## src/rtl/display_pkg.sv

```systemverilog
// ============================================================================
// display_pkg : shared types and constants for the 8-digit 7-segment driver
// Revision    : 1.0
// ============================================================================
`default_nettype none

package display_pkg;

  localparam int NUM_DIGITS = 8;
  localparam int CONV_STEPS = 16;

  typedef struct packed {
    logic       blank;
    logic [3:0] code;
  } digit_t;

  localparam digit_t BLANK = '{blank: 1'b1, code: 4'h0};

  // Active-low glyphs, bit 0 = segment a ... bit 6 = segment g; entry 0 is rightmost.
  localparam logic [15:0][6:0] SEG_TABLE = {
    7'h0E, 7'h06, 7'h21, 7'h46, 7'h03, 7'h08, 7'h10, 7'h00,
    7'h78, 7'h02, 7'h12, 7'h19, 7'h30, 7'h24, 7'h79, 7'h40
  };

endpackage

`default_nettype wire

```

## src/rtl/bin_to_bcd.sv

```systemverilog
// ============================================================================
// bin_to_bcd : sequential 16-bit binary to 5-digit BCD (double dabble)
// Revision   : 1.0
// ============================================================================
`default_nettype none

module bin_to_bcd
  import display_pkg::*;
(
  input  logic        clk,
  input  logic        rst,
  input  logic        start,
  input  logic [15:0] value,
  output logic        busy,
  output logic        done,
  output logic [19:0] bcd
);

  localparam logic [1:0] S_IDLE  = 2'd0;
  localparam logic [1:0] S_SHIFT = 2'd1;
  localparam logic [1:0] S_DONE  = 2'd2;

  logic [1:0]  state;
  logic [3:0]  iter;
  logic [15:0] bin;
  logic [19:0] acc;
  logic [19:0] adj;

  always_comb begin
    adj = acc;
    for (int d = 0; d < 5; d++) begin
      if (acc[4*d +: 4] >= 4'd5) adj[4*d +: 4] = acc[4*d +: 4] + 4'd3;
    end
  end

  always_ff @(posedge clk or negedge rst) begin
    if (!rst) begin
      state <= S_IDLE;
      iter  <= '0;
      bin   <= '0;
      acc   <= '0;
    end else begin
      case (state)
        S_IDLE: begin
          if (start) begin
            bin   <= value;
            acc   <= '0;
            iter  <= '0;
            state <= S_SHIFT;
          end
        end
        S_SHIFT: begin
          // Top bit of adj is always zero for a 16-bit input, so it is dropped.
          {acc, bin} <= {adj[18:0], bin, 1'b0};
          iter       <= iter + 4'd1;
          if (iter == 4'(CONV_STEPS - 1)) state <= S_DONE;
        end
        S_DONE:  state <= S_IDLE;
        default: state <= S_IDLE;
      endcase
    end
  end

  assign busy = (state != S_IDLE);
  assign done = (state == S_DONE);
  assign bcd  = acc;

endmodule

`default_nettype wire

```

## src/rtl/display_driver.sv

```systemverilog
// ============================================================================
// display_driver : 8-digit multiplexed 7-segment driver, hex or decimal mode
// Revision       : 1.0
// ============================================================================
`default_nettype none

module display_driver
  import display_pkg::*;
#(
  parameter int REFRESH_DIV = 100000
) (
  input  logic        clk,
  input  logic        rst,
  input  logic [15:0] value,
  input  logic        load,
  input  logic        dec_mode,
  output logic        busy,
  output logic [7:0]  an,
  output logic [6:0]  seg,
  output logic        dp
);

  localparam int               CNT_W    = (REFRESH_DIV > 1) ? $clog2(REFRESH_DIV) : 1;
  localparam logic [CNT_W-1:0] CNT_LAST = CNT_W'(REFRESH_DIV - 1);
  localparam int               SCAN_W   = $clog2(NUM_DIGITS);

  logic [CNT_W-1:0]            refresh_cnt;
  logic [SCAN_W-1:0]           scan_idx;
  digit_t [NUM_DIGITS-1:0]     digits;
  digit_t [NUM_DIGITS-1:0]     hex_digits;
  digit_t [NUM_DIGITS-1:0]     dec_digits;
  digit_t                      sel;
  logic                        accept;
  logic                        conv_done;
  logic [19:0]                 bcd;
  logic                        leading;
  logic [3:0]                  nib;

  assign accept = load & ~busy;

  bin_to_bcd u_bin_to_bcd (
    .clk   (clk),
    .rst   (rst),
    .start (accept & dec_mode),
    .value (value),
    .busy  (busy),
    .done  (conv_done),
    .bcd   (bcd)
  );

  for (genvar i = 0; i < NUM_DIGITS; i++) begin : g_hex_map
    if (i < 4) begin : g_live
      assign hex_digits[i] = '{blank: 1'b0, code: value[4*i +: 4]};
    end else begin : g_unused
      assign hex_digits[i] = BLANK;
    end
  end

  // Leading-zero blanking scans from the most significant BCD digit down; digit 0 always shows.
  always_comb begin
    leading = 1'b1;
    nib     = 4'h0;
    for (int i = 5; i < NUM_DIGITS; i++) dec_digits[i] = BLANK;
    for (int i = 4; i >= 0; i--) begin
      nib = bcd[4*i +: 4];
      if (leading && (nib == 4'h0) && (i != 0)) begin
        dec_digits[i] = BLANK;
      end else begin
        dec_digits[i] = '{blank: 1'b0, code: nib};
        leading       = 1'b0;
      end
    end
  end

  always_ff @(posedge clk or negedge rst) begin
    if (!rst) begin
      for (int i = 0; i < NUM_DIGITS; i++) digits[i] <= BLANK;
    end else if (accept && !dec_mode) begin
      digits <= hex_digits;
    end else if (conv_done) begin
      digits <= dec_digits;
    end
  end

  always_ff @(posedge clk or negedge rst) begin
    if (!rst) begin
      refresh_cnt <= '0;
      scan_idx    <= '0;
    end else if (refresh_cnt == CNT_LAST) begin
      refresh_cnt <= '0;
      scan_idx    <= scan_idx + SCAN_W'(1);
    end else begin
      refresh_cnt <= refresh_cnt + CNT_W'(1);
    end
  end

  assign sel = digits[scan_idx];

  always_comb begin
    an  = '1;
    seg = 7'h7F;
    if (!sel.blank) begin
      an[scan_idx] = 1'b0;
      seg          = SEG_TABLE[sel.code];
    end
  end

  assign dp = 1'b1;

endmodule

`default_nettype wire
```

## config.mk

```make
export PLATFORM = sky130hd
export DESIGN_NAME = display_driver
export DESIGN_NICKNAME = d
export VERILOG_FILES = /design/src/rtl/display_pkg.sv /design/src/rtl/bin_to_bcd.sv /design/src/rtl/display_driver.sv
export SDC_FILE = /design/constraint.sdc
export NUM_CORES = 1
export LEC_CHECK = 0
export BUFFER_PORTS_ARGS = -buffer_cell sky130_fd_sc_hd__buf_2
export CAP_MARGIN = 20
export CORE_AREA = 2 2 95 134
export DETAILED_ROUTE_END_ITERATION = 10
export DIE_AREA = 0 0 97 136
export PLACE_DENSITY = 0.61
export SYNTH_ARGS = -nofsm -noshare
export SYNTH_HDL_FRONTEND = slang
export SYNTH_SLANG_ARGS = --single-unit
```

## constraint.sdc

```tcl
create_clock -name clk -period 4.65 [get_ports clk]
set_input_delay 1.1625 -clock clk [delete_from_list [all_inputs] [get_ports clk]]
set_output_delay 1.1625 -clock clk [all_outputs]
set_load 0.01 [all_outputs]
```

# Yosys cells after proc, flatten, opt, wreduce, memory -nomap -nowiden
# Memory sizes are Yosys's and may differ from the RTL's.
# Cells that the tools add are included.
# classes
n_reduce_logical,16
bitwise,4
eq_ne,6
n_addsub,8
muxes,31
n_lt_le_gt_ge,8
# op_table
op,n
$mux 40,2
$pmux 20 s2,1
$pmux 16 s2,1
$mux 5,5
$ge 4x3->1 const B,5
$mux 20,1
$mux 4,5
$add 17x1->17 const B,1
$eq 17x17->1 const B,1
$mux 17,1
$add 4x2->4 const B,4
$logic_not 4->1,4
$mux 16,1
$bmux 5 s3,1
$mux 7,2
$mux 8,1
$not 8->8,1
$pmux 4 s2,1
$reduce_bool 2->1,3
$logic_and 1x1->1,5
$lt 4x5->1 const B,1
$add 4x1->4 const B,1
$eq 4x4->1 const B,1
$lt 3x4->1 const B,1
16 further kinds,23
# word_totals
inputBits,20
elab_cells,96
regBits,102
mem_count,1
rom_bits,112
# memory_table
name,words,width,read_ports,rd_ports_with_merged_regs,wr,line,rtl
(no name shown),16,7,1,0,0,display_driver.sv:104,seg = SEG_TABLE[sel.code];

# Longest topological paths before layout
# Gate-level depths: netlist of run 1.
# depth
depth_word,10
depth_mapped,9

# Modules after synthesis
# Synthesis of run 1 repeated with hierarchy kept, for this count alone.
# hier_totals
hier_cells,497
hier_area_um2,4906.0
# modules_own_cells
mod,cells_per_inst,instances,area_each_um2
display_driver,267,1,2622.5
bin_to_bcd,230,1,2283.4

# Least setup slack after synthesis of run 1
# OpenSTA, ideal clock, no wires.
# synth_path
kind,register to output
startpoint,register scan_idx[0]
endpoint,output port seg[2]
path_buffers,1
t_arrival_ns,2.136
path_stages_with_launch,7
required_ns,3.488
setup_slack_ns,1.351
path_cell_list,dfrtp_1 > buf_6 > mux2_4 > a221oi_4 > inv_1 > ha_1 > o311ai_0
# synth_via
elab_chain_cells,5
# synth_rtl
element,line,rtl
from (decl),display_driver.sv:28,logic [SCAN_W-1:0] scan_idx;
from (signal assigned),display_driver.sv:91,scan_idx <= scan_idx + SCAN_W'(1);
$bmux 5 s3 *,display_driver.sv:97,assign sel = digits[scan_idx];
$mux 5 (implied by the code) *,display_driver.sv:97,
$mem_v2 16x7,n/a,
$mux 7 (implied by the code),display_driver.sv:104,
$mux 7 *,display_driver.sv:102,if (!sel.blank) begin
to (decl),display_driver.sv:19,"output logic [6:0] seg,"
# Every way passes the cells marked *; elsewhere a longest branch is shown, timed or not. The select of a mux whose other input is x is not followed.

# Worst setup path in the final report of run 1
# Ends and elaborated chain as after synthesis.

==> summary.txt, run 1 <==
Worst setup path
  • CP Class: flip-flop to output port
  • R2R Setup Slk: 2.34 ns
  • Arrival time at the worst endpoint: between 2 and 3 ns
  • CP Buf/Inv Count: 3
  • Crit start category: flip-flop
  • Largest incremental delay on the critical path: around 0.57 ns
  • Crit-path cells: buf_4 -> mux2_4 -> a221oi_4 -> inv_1 -> ha_1 -> o311ai_0 -> buf_2
  • CP max-delay cell: dfrtp_1
  • CP max FO: 14
  • Top Family by Delay on Critical Path: compound AO/OA/AOI/OAI gates
  • Critical Path Sink Type: output port
  • Worst path required time: 3.49 ns

Detailed routing
  • Detailed-router iteration count before antenna repair: 5
  • Detail Route Antenna Nets: 0
  • Vias: roughly 3600
  • # DRC: 0
  • Met2 routed WL: 5450 microns
  • Wire per inst: 16.1 microns
  • Total Wirelength: around 11000 microns
  • DRT met1 WL: ~4600 microns
  • Initial DRC count: around 280
  • Avg Vias per Cell: between 5 and 6
  • Max layer used: met4
  • Met3 wire len: 296 microns

Job
  • Max-Cap Viols: 0

Power and ir drop
  • P per Cell Area: between 600 and 700 nW/um^2
  • Max IR drop VDD: between 0.2 and 0.25 mV
  • Design Power: roughly 3.3 mW
  • Leakage power: about 2.4 nW

Place
  • Final RePlAce weighted congestion: roughly 0.82
  • Port bufs: 32
  • Dpl ws: roughly 0.97 ns
  • Final HPWL DP: ~7500 microns

Logic synthesis
  • Avg Cell Area, Syn: ~9.8 sq um
  • EDFF count, synth: 0
  • #FFs+latches synth: 87
  • Yosys warns: 0
  • Area share of the largest cell type after synthesis: 0.435
  • Async set-reset flop share out of synthesis: 1.00
  • Sequential fraction of the synthesis area: 0.463
  • Yosys cell types: 62
  • Yosys top cell by area: dfrtp_1
  • Area contributors post-synth: dfrtp_1 43%, ha_1 5.8%, nor2_1 4.5%
  • Syn Inst Count: 480
  • Mapped cell area: between 4000 and 5000 sq um
  • Most used DFF post-synth: dfrtp_1

Global routing
  • Total track usage: 0.169
  • First-pass GRT wire length: 17900 microns
  • Vias in the first global route: approximately 3600
  • Largest net degree at the start of global routing: about 70
  • Initial antenna violation count: 0
  • Overflow after GRT: 0

Timing
  • Fmax: approximately 250 MHz
  • Final TNS setup: 0 ns
  • Period minus WS final: between 4 and 5 ns
  • Slew at the pin closest to its max-slew limit: ~0.9 ns
  • Fin worst setup slack: ~0.6 ns
  • Final hold viol count: 0
  • Slew headroom: 0.388
  • Fin crit share: 0.872
  • Final setup fails: 0
  • RSZ-0062 raised after global routing: false
  • Slew Limit Fails: 0
  • Clock Skews: 0.00875 ns

Layout
  • Share of cells above drive strength 1: 0.147
  • Antenna cells: 0
  • Final #Nets: approximately 550
  • Layout area overhead: 12.6%

CTS
  • CTS tree: built
  • CTS Root Cell: clkbuf_16
  • H-Tree Level Count: 3
  • Clock-pin slew on the worst setup and hold paths: 0.06 ns
  • CTS Hold Buffers Added: 0
  • Latest clock arrival within the worst-skew pair: roughly 0.34 ns
  • Post-CTS Setup Inserts: 0
  • Clock buffer count from CTS: 9
  • CTS max path bufs: 2
  • Clock sinks: 87
  • Post-CTS sizing: 0

Die
  • Die span in y: roughly 140 microns
  • Initial Util: 0.391
  • Core area: around 12000 sq um
  • Number of I/O pins: 37
  • Chip Width: between 90 and 100 microns
  • Row count: 48
  • Die area: 13200 sq um

Worst hold path
  • Min-Delay Path Class: flip-flop to flip-flop

Status
  • Status: completed
[cell type report]
cell class,instances,area [sq um]
Inverter,30,113
Tap cell,150,188
Timing Repair Buffer,40,226
Fill cell,1165,6760
Multi-Input combinational cell,337,2290
Clock buffer,10,229
Clock inverter,6,86.3
Sequential cell,87,2180
[per-layer routing]
metal | global-route usage | vias up
met2 | 0.294 | 69
met3 | 0.0237 | 21
met4 | 0.0923 | 0
met5 | 0 | -
met1 | 0.203 | 1781
li1 | - | 1760
[cell usage in the layout (no fill, tap or decap), types with 4 or more instances in the layout]
cell	count
dfrtp_1	82
nor2_1	56
buf_2	31
inv_1	30
o21ai_0	30
nand3_1	28
nand2_1	24
ha_1	22
xnor2_1	16
o22ai_1	16
a21oi_1	14
a222oi_1	12
o31ai_1	10
clkbuf_16	9
nand2b_1	8
mux2i_1	8
xor2_1	8
buf_4	8
nor2b_1	7
a22o_1	7
and3_1	5
a32o_1	5
dfstp_2	5
nor3b_1	4
conb_1	4
[tightest hold or removal path: stages, from the launching register on]
cell     delay [ns]
dfrtp_1        0.35
nand2_1        0.05
nand2_1        0.05
[per-stage QoR]
stage	util	hold slack [ns]	instances	area, sq um
finish	0.440	0.477	660	5320
global route	0.440	0.504	660	5320
global placement	0.413	0.455	643	4990
CTS	0.440	0.479	660	5320
floorplan	-	0.439	483	4730
detailed placement	0.414	0.466	644	5000
[registers in the layout (all words and copies together), names as in the netlist]
name,flops
u_bin_to_bcd.bin,16
scan_idx,3
u_bin_to_bcd.state,2
u_bin_to_bcd.bcd,20
digits,25
u_bin_to_bcd.iter,4
refresh_cnt,17
[power by group]
part	switching (mW)	internal, mW
combinational	0.713	0.546
sequential	0.231	1.01
clock	0.304	0.470
[final timing paths]
| check | startpoint | endpoint | cells after the start |
|---|---|---|---|
| setup / recovery | scan_idx[0] | seg[2] | 7 |
| hold / removal | u_bin_to_bcd.bin[15] | u_bin_to_bcd.bcd[0] | 2 |
| setup reg to reg | u_bin_to_bcd.bcd[16] | digits[6] | 7 |
| hold reg to reg | u_bin_to_bcd.bin[15] | u_bin_to_bcd.bcd[0] | 2 |
| max in group asynchronous | rst | u_bin_to_bcd.bcd[14] | 2 |
| min in group asynchronous | rst | refresh_cnt[5] | 1 |
[cells in the mapped netlist, drive strengths merged, types with 2 or more instances]
cell and count:
a211oi 3, a21o 2, a21oi 15, a222oi 12
a22o 7, a22oi 3, a31oi 3, a32o 5
and2 2, and3 5, buf 13, clkbuf 16
dfrtp 82, dfstp 5, ha 22, inv 30
mux2 3, mux2i 8, nand2 24, nand2b 9
nand3 28, nand3b 3, nand4 3, nor2 57
nor2b 7, nor3 3, nor3b 4, nor4 2
nor4b 2, o21ai 30, o221ai 2, o22ai 16
o31ai 10, or2 2, or3 2, xnor2 16
xor2 8
[cells by family (layout without fill, tap and decap cells)]
logic type                 after synthesis  count (layout)  share of synthesized area
xor gates and xnor gates                24              24                     0.0446
muxes                                   11              11                     0.0257
other                                    1               4                   0.000795
buffers and inverters                   59              86                     0.0549
and+or+nand+nor                        159             159                      0.174
adders and majority gates               22              22                     0.0583
AOI/OAI and AO/OA                      117             117                      0.179
DFF                                     87              87                      0.463
Power figures use the tool's default switching activity.
==> run 2: changes to the inputs <==
--- a/config.mk
+++ b/config.mk
@@ -11,6 +11,7 @@
 export DETAILED_ROUTE_END_ITERATION = 10
 export DIE_AREA = 0 0 97 136
 export PLACE_DENSITY = 0.61
+export RECOVER_POWER = 25
 export SYNTH_ARGS = -nofsm -noshare
 export SYNTH_HDL_FRONTEND = slang
 export SYNTH_SLANG_ARGS = --single-unit
==> summary.txt, run 2 (synthesis gave the netlist of run 1 again) <==
Die
  • Die span in y: 136 microns (unchanged)
  • Row count: 48 (unchanged)
  • Initial Util: 0.391 (unchanged)
  • Die area: 13200 sq um (unchanged)
  • Chip Width: 97 microns (unchanged)
  • Number of I/O pins: 37 (unchanged)
  • Core area: 12100 sq um (unchanged)

Global routing
  • Total track usage: 0.169 (unchanged)
  • First-pass GRT wire length: 17900 microns (unchanged)
  • Vias in the first global route: 3606 (unchanged)
  • Largest net degree at the start of global routing: 72 (unchanged)
  • Overflow after GRT: 0 (unchanged)
  • Initial antenna violation count: 0 (unchanged)

Layout
  • Largest Register: digits
  • Max FFs per register: 25 (unchanged)
  • Layout area overhead: 12.5%
  • Most frequent cells in the layout: 82 x dfrtp_1, 56 x nor2_1, 31 x buf_2
  • Share of cells above drive strength 1: 0.145 (-0.00196)
  • Antenna cells: 0 (unchanged)
  • Most common cell after layout, fill and taps aside: dfrtp_1
  • Finished Layout Cells: 660 (unchanged)
  • Final #Nets: 547 (unchanged)
  • Layout fillers: 1168 (+0.26%)

CTS
  • CTS tree: built
  • Post-CTS Setup Inserts: 0 (unchanged)
  • CTS Hold Buffers Added: 0 (unchanged)
  • H-Tree Level Count: 3 (unchanged)
  • Clock buffer count from CTS: 9 (unchanged)
  • Post-CTS sizing: 0 (unchanged)
  • CTS Root Cell: clkbuf_16
  • Clock sinks: 87 (unchanged)
  • Clock-pin slew on the worst setup and hold paths: 0.06 ns (about the same)
  • CTS max path bufs: 2 (unchanged)
  • Latest clock arrival within the worst-skew pair: 0.34 ns (about the same)

Place
  • Inst Count DP: 644 (unchanged)
  • Port bufs: 32 (unchanged)
  • Final HPWL DP: 7490 microns (unchanged)
  • Final RePlAce weighted congestion: 0.823 (unchanged)

Worst setup path
  • CP max-delay cell: dfrtp_1
  • Reg-to-reg critical path endpoint: digits[6]
  • Crit-path cells: buf_4 -> mux2_4 -> a221oi_4 -> inv_1 -> ha_1 -> o311ai_0 -> buf_2
  • R2R Setup Slk: 2.33 ns (about the same)
  • CP Class: flip-flop to output port
  • Arrival time at the worst endpoint: 2.89 ns (about the same)
  • Crit start category: flip-flop
  • Largest incremental delay on the critical path: 0.57 ns (about the same)
  • Worst path required time: 3.49 ns (about the same)
  • Critical Path Sink Type: output port
  • FF-to-FF Start: u_bin_to_bcd.bcd[16]
  • Critical path origin: scan_idx[0]
  • CP max FO: 14 (unchanged)
  • R2R cell count: 7 (unchanged)

Worst hold path
  • Min-Delay Path Class: flip-flop to flip-flop
  • Hold path startpoint: u_bin_to_bcd.bin[15]
  • Hold Path End: u_bin_to_bcd.bcd[0]
  • Hold Path Stages: 2 (unchanged)

Timing
  • Clock Skews: 0.00859 ns (-0.000158 ns)
  • Slew headroom: -0.163 (-0.551)
  • Fmax: 247 MHz (about the same)
  • Final setup fails: 0 (unchanged)
  • Final hold viol count: 0 (unchanged)
  • Slew at the pin closest to its max-slew limit: 1.74 ns (+0.829 ns)
  • RSZ-0062 raised after global routing: false
  • Period minus WS final: 4.06 ns (-0.000112 ns)
  • Slew Limit Fails: 72 (+72)
  • Final TNS setup: 0 ns (unchanged)
  • Fin crit share: 0.872 (about the same)

Job
  • Max-Cap Viols: 1 (+1)

Detailed routing
  • Initial DRC count: 275 (-3.2%)
  • Detailed-router iteration count before antenna repair: 5 (unchanged)
  • Vias: 3649 (+0.50%)
  • Wire per inst: 16.1 microns (-0.12%)
  • # DRC: 0 (unchanged)
  • Detail Route Antenna Nets: 0 (unchanged)
  • Total Wirelength: 10600 microns (-0.12%)
  • Avg Vias per Cell: 5.53 (+0.50%)

Power and ir drop
  • Max IR drop VDD: 0.218 mV (-0.14%)
  • Leakage power: 2.39 nW (about the same)
  • P per Cell Area: 616 nW/um^2 (+0.10%)

Status
  • Failing checks: max-capacitance violations, max-slew violations
  • Status: complete, but fails checks
[run 2: cell count changes in the layout (fill, tap and decap cells not counted), sizes merged]
cell and delta:
buf -1, clkbuf +1
[run 2: worst max path at each step]
stage | to | slack [ns] | depth (start not counted)
floorplan | seg[2] | 1.35 | 6
finish | seg[2] | 0.59 | 7
global route | seg[0] | 0.28 | 9
detailed placement | seg[2] | 0.97 | 7
global placement | seg[0] | 1.07 | 9
CTS | seg[2] | 0.58 | 7
[run 2: area by class of cell]
class / instances / area (sq um) / share of cell area
clock inverters: 6 / 86.3 / 0.0163
clock buffers: 10 / 229 / 0.0431
well taps: 150 / 188 / 0.0354
repair buffers: 40 / 224 / 0.0422
flip-flops and latches: 87 / 2180 / 0.411
inverters: 30 / 113 / 0.0212
multi-input cells: 337 / 2290 / 0.431
[run 2: per-layer routing]
layer,up-vias,share of wire,GRT usage
li1,1765,-,-
met1,1768,0.42,0.203
met2,93,0.51,0.294
met3,23,0.037,0.0237
met4,0,0.034,0.0923
met5,-,0,0
[run 2: report_power, final]
group	internal [mW]	switching, mW
registers	1.01	0.232
logic	0.546	0.712
clock network	0.470	0.304
total	2.02	1.25
[run 2: through the flow]
step                utilization  power, mW  area [sq um]  hold WS, ns  setup WS [ns]
CTS                       0.440       3.30          5320        0.479          0.579
finish                    0.440       3.27          5310        0.477          0.594
floorplan                     -       2.16          4730        0.439           1.35
detailed placement        0.414       2.51          5000        0.466          0.965
global placement          0.413       2.47          4990        0.455           1.07
global route              0.440       3.53          5310        0.504          0.281
[run 2: critical path, delay by kind of cell, from the launching register on]
| family | cells | cell delay (ns) |
|---|---|---|
| compound gates | 2 | 0.77 |
| buf+inv | 3 | 0.60 |
| flops | 1 | 0.57 |
| mux | 1 | 0.33 |
| fa+ha+maj | 1 | 0.26 |
==> run 3: changes to the inputs <==
--- a/config.mk
+++ b/config.mk
@@ -8,8 +8,10 @@
 export BUFFER_PORTS_ARGS = -buffer_cell sky130_fd_sc_hd__buf_2
 export CAP_MARGIN = 20
 export CORE_AREA = 2 2 95 134
+export CTS_BUF_LIST = sky130_fd_sc_hd__clkbuf_2 sky130_fd_sc_hd__clkbuf_4 sky130_fd_sc_hd__clkbuf_8
 export DETAILED_ROUTE_END_ITERATION = 10
 export DIE_AREA = 0 0 97 136
+export HOLD_SLACK_MARGIN = 0.12
 export PLACE_DENSITY = 0.61
 export RECOVER_POWER = 25
 export SYNTH_ARGS = -nofsm -noshare
==> summary.txt, run 3 (synthesis gave the netlist of run 1 again) <==
Worst setup path
  • Worst path required time: 3.49 ns (about the same)
  • CP max-delay cell: dfrtp_1
  • Critical Path Sink Type: output port
  • Crit start category: flip-flop
  • CP Class: flip-flop to output port
  • Top Family by Delay on Critical Path: compound AO/OA/AOI/OAI gates
  • CP Buf/Inv Count: 3 (unchanged)
  • Crit-path cells: buf_4 -> mux2_4 -> a221oi_4 -> inv_1 -> ha_1 -> o311ai_0 -> buf_2
  • Arrival time at the worst endpoint: 2.94 ns (+0.05 ns)
  • CP max FO: 14 (unchanged)
  • Largest incremental delay on the critical path: 0.58 ns (about the same)

Place
  • Final RePlAce weighted congestion: 0.823 (unchanged)
  • Port bufs: 32 (unchanged)
  • Dpl cell area: 5000 sq um (unchanged)
  • Final HPWL DP: 7490 microns (unchanged)

Power and ir drop
  • P per Cell Area: 590 nW/um^2 (-4.3%)
  • Leakage power: 2.35 nW (-1.7%)
  • Design Power: 3.07 mW (-6.0%)
  • Max IR drop VDD: 0.209 mV (-4.1%)

Timing
  • Fmax: 244 MHz (-1.1%)
  • Period minus WS final: 4.10 ns (+0.0449 ns)
  • Final setup fails: 0 (unchanged)
  • Fin crit share: 0.882 (+0.00965)
  • Clock Skews: 0.0171 ns (+0.00854 ns)
  • Final TNS setup: 0 ns (unchanged)
  • Final hold viol count: 0 (unchanged)
  • Slew Limit Fails: 72 (unchanged)
  • Slew headroom: -0.171 (-0.00787)
  • Slew at the pin closest to its max-slew limit: 1.76 ns (+0.0118 ns)
  • RSZ-0062 raised after global routing: false

Detailed routing
  • Total Wirelength: 10600 microns (-0.39%)
  • Initial DRC count: 322 (+17%)
  • Detailed-router iteration count before antenna repair: 5 (unchanged)
  • Avg Vias per Cell: 5.50 (-0.44%)
  • # DRC: 0 (unchanged)
  • Wire per inst: 16.0 microns (-0.39%)
  • Detail Route Antenna Nets: 0 (unchanged)
  • Vias: 3633 (-0.44%)

Status
  • Status: complete, but fails checks
  • Failing checks: max-capacitance violations, max-slew violations

Layout
  • Final #Nets: 547 (unchanged)
  • Multi-input logic area: 2290 sq um (+0.16%)
  • Antenna cells: 0 (unchanged)
  • Layout fillers: 1179 (+0.94%)
  • Layout area overhead: 10.5%
  • Largest Register: digits
  • Most frequent cells in the layout: 82 x dfrtp_1, 56 x nor2_1, 31 x buf_2
  • Register area: 2180 sq um (unchanged)
  • Final Cell Area: 5220 sq um (-1.8%)
  • Max FFs per register: 25 (unchanged)
  • Most common cell after layout, fill and taps aside: dfrtp_1
  • Share of cells above drive strength 1: 0.149 (+0.00392)

Global routing
  • Vias in the first global route: 3570 (-1.0%)
  • Overflow after GRT: 0 (unchanged)
  • Largest net degree at the start of global routing: 72 (unchanged)
  • First-pass GRT wire length: 17800 microns (-0.65%)
  • Initial antenna violation count: 0 (unchanged)
  • Total track usage: 0.167 (-0.00174)

CTS
  • Post-CTS sizing: 0 (unchanged)
  • Clock sinks: 87 (unchanged)
  • CTS Hold Buffers Added: 0 (unchanged)
  • CTS max path bufs: 2 (unchanged)
  • Latest clock arrival within the worst-skew pair: 0.38 ns (+0.04 ns)
  • Clock-pin slew on the worst setup and hold paths: 0.09 ns (+0.03 ns)
  • H-Tree Level Count: 3 (unchanged)
  • Clock buffer count from CTS: 9 (unchanged)
  • CTS Root Cell: clkbuf_8
  • Post-CTS Setup Inserts: 0 (unchanged)
  • CTS tree: built

Die
  • Number of I/O pins: 37 (unchanged)
  • Chip Width: 97 microns (unchanged)
  • Row count: 48 (unchanged)
  • Initial Util: 0.391 (unchanged)
  • Die area: 13200 sq um (unchanged)
  • Core area: 12100 sq um (unchanged)
  • Die span in y: 136 microns (unchanged)

Worst hold path
  • Min-Delay Path Class: flip-flop to flip-flop

Job
  • Max-Cap Viols: 1 (unchanged)
[run 3: cell types whose count changed in the layout (fill, tap and decap cells not counted)]
cell | before | now
clkbuf_8 | 0 | 9
or4b_4 | 0 | 1
clkbuf_4 | 0 | 1
clkbuf_1 | 1 | 0
or4b_1 | 1 | 0
clkbuf_16 | 9 | 0
[run 3: cell type report]
type | count | share of cell area
clock buffers | 10 | 0.0252
clock inverters | 6 | 0.0166
inverters | 30 | 0.0216
multi-input cells | 337 | 0.439
flip-flops and latches | 87 | 0.419
well taps | 150 | 0.0360
repair buffers | 40 | 0.0429
[run 3: tightest hold or removal path, stage by stage, from the launching register on]
cell and delay [ns]:
dfrtp_1 0.35, nand2_1 0.05, nand2_1 0.05
[run 3: path summary, 6_finish.rpt]
path,slack (ns),start,to,cells past startpoint
worst max-delay path,0.55,scan_idx[0],seg[2],7
worst min-delay path,0.48,u_bin_to_bcd.bin[15],u_bin_to_bcd.bcd[0],2
worst max register to register,2.33,u_bin_to_bcd.bcd[16],digits[6],7
worst min register to register,0.48,u_bin_to_bcd.bin[15],u_bin_to_bcd.bcd[0],2
max in group asynchronous,2.34,rst,u_bin_to_bcd.bcd[15],2
min in group asynchronous,1.24,rst,u_bin_to_bcd.bin[1],1
[run 3: report_power, final]
part           internal (mW)  switching (mW)  total (mW)
sequential              1.01           0.229        1.24
combinational          0.546           0.708        1.25
clock                  0.308           0.278       0.585
[run 3: stage by stage]
stage,std cells,utilization,setup WS [ns],hold slack (ns)
floorplan,483,-,1.35,0.439
global placement,643,0.413,1.07,0.455
detailed placement,644,0.414,0.965,0.466
CTS,660,0.432,0.543,0.485
global route,660,0.432,0.237,0.508
finish,660,0.432,0.549,0.483
[run 3: metal layers]
metal | up-vias | GRT usage | part of all wire
met5 | - | 0 | 0
li1 | 1763 | - | -
met3 | 23 | 0.0334 | 0.029
met2 | 60 | 0.294 | 0.51
met4 | 0 | 0.0673 | 0.026
met1 | 1787 | 0.202 | 0.43
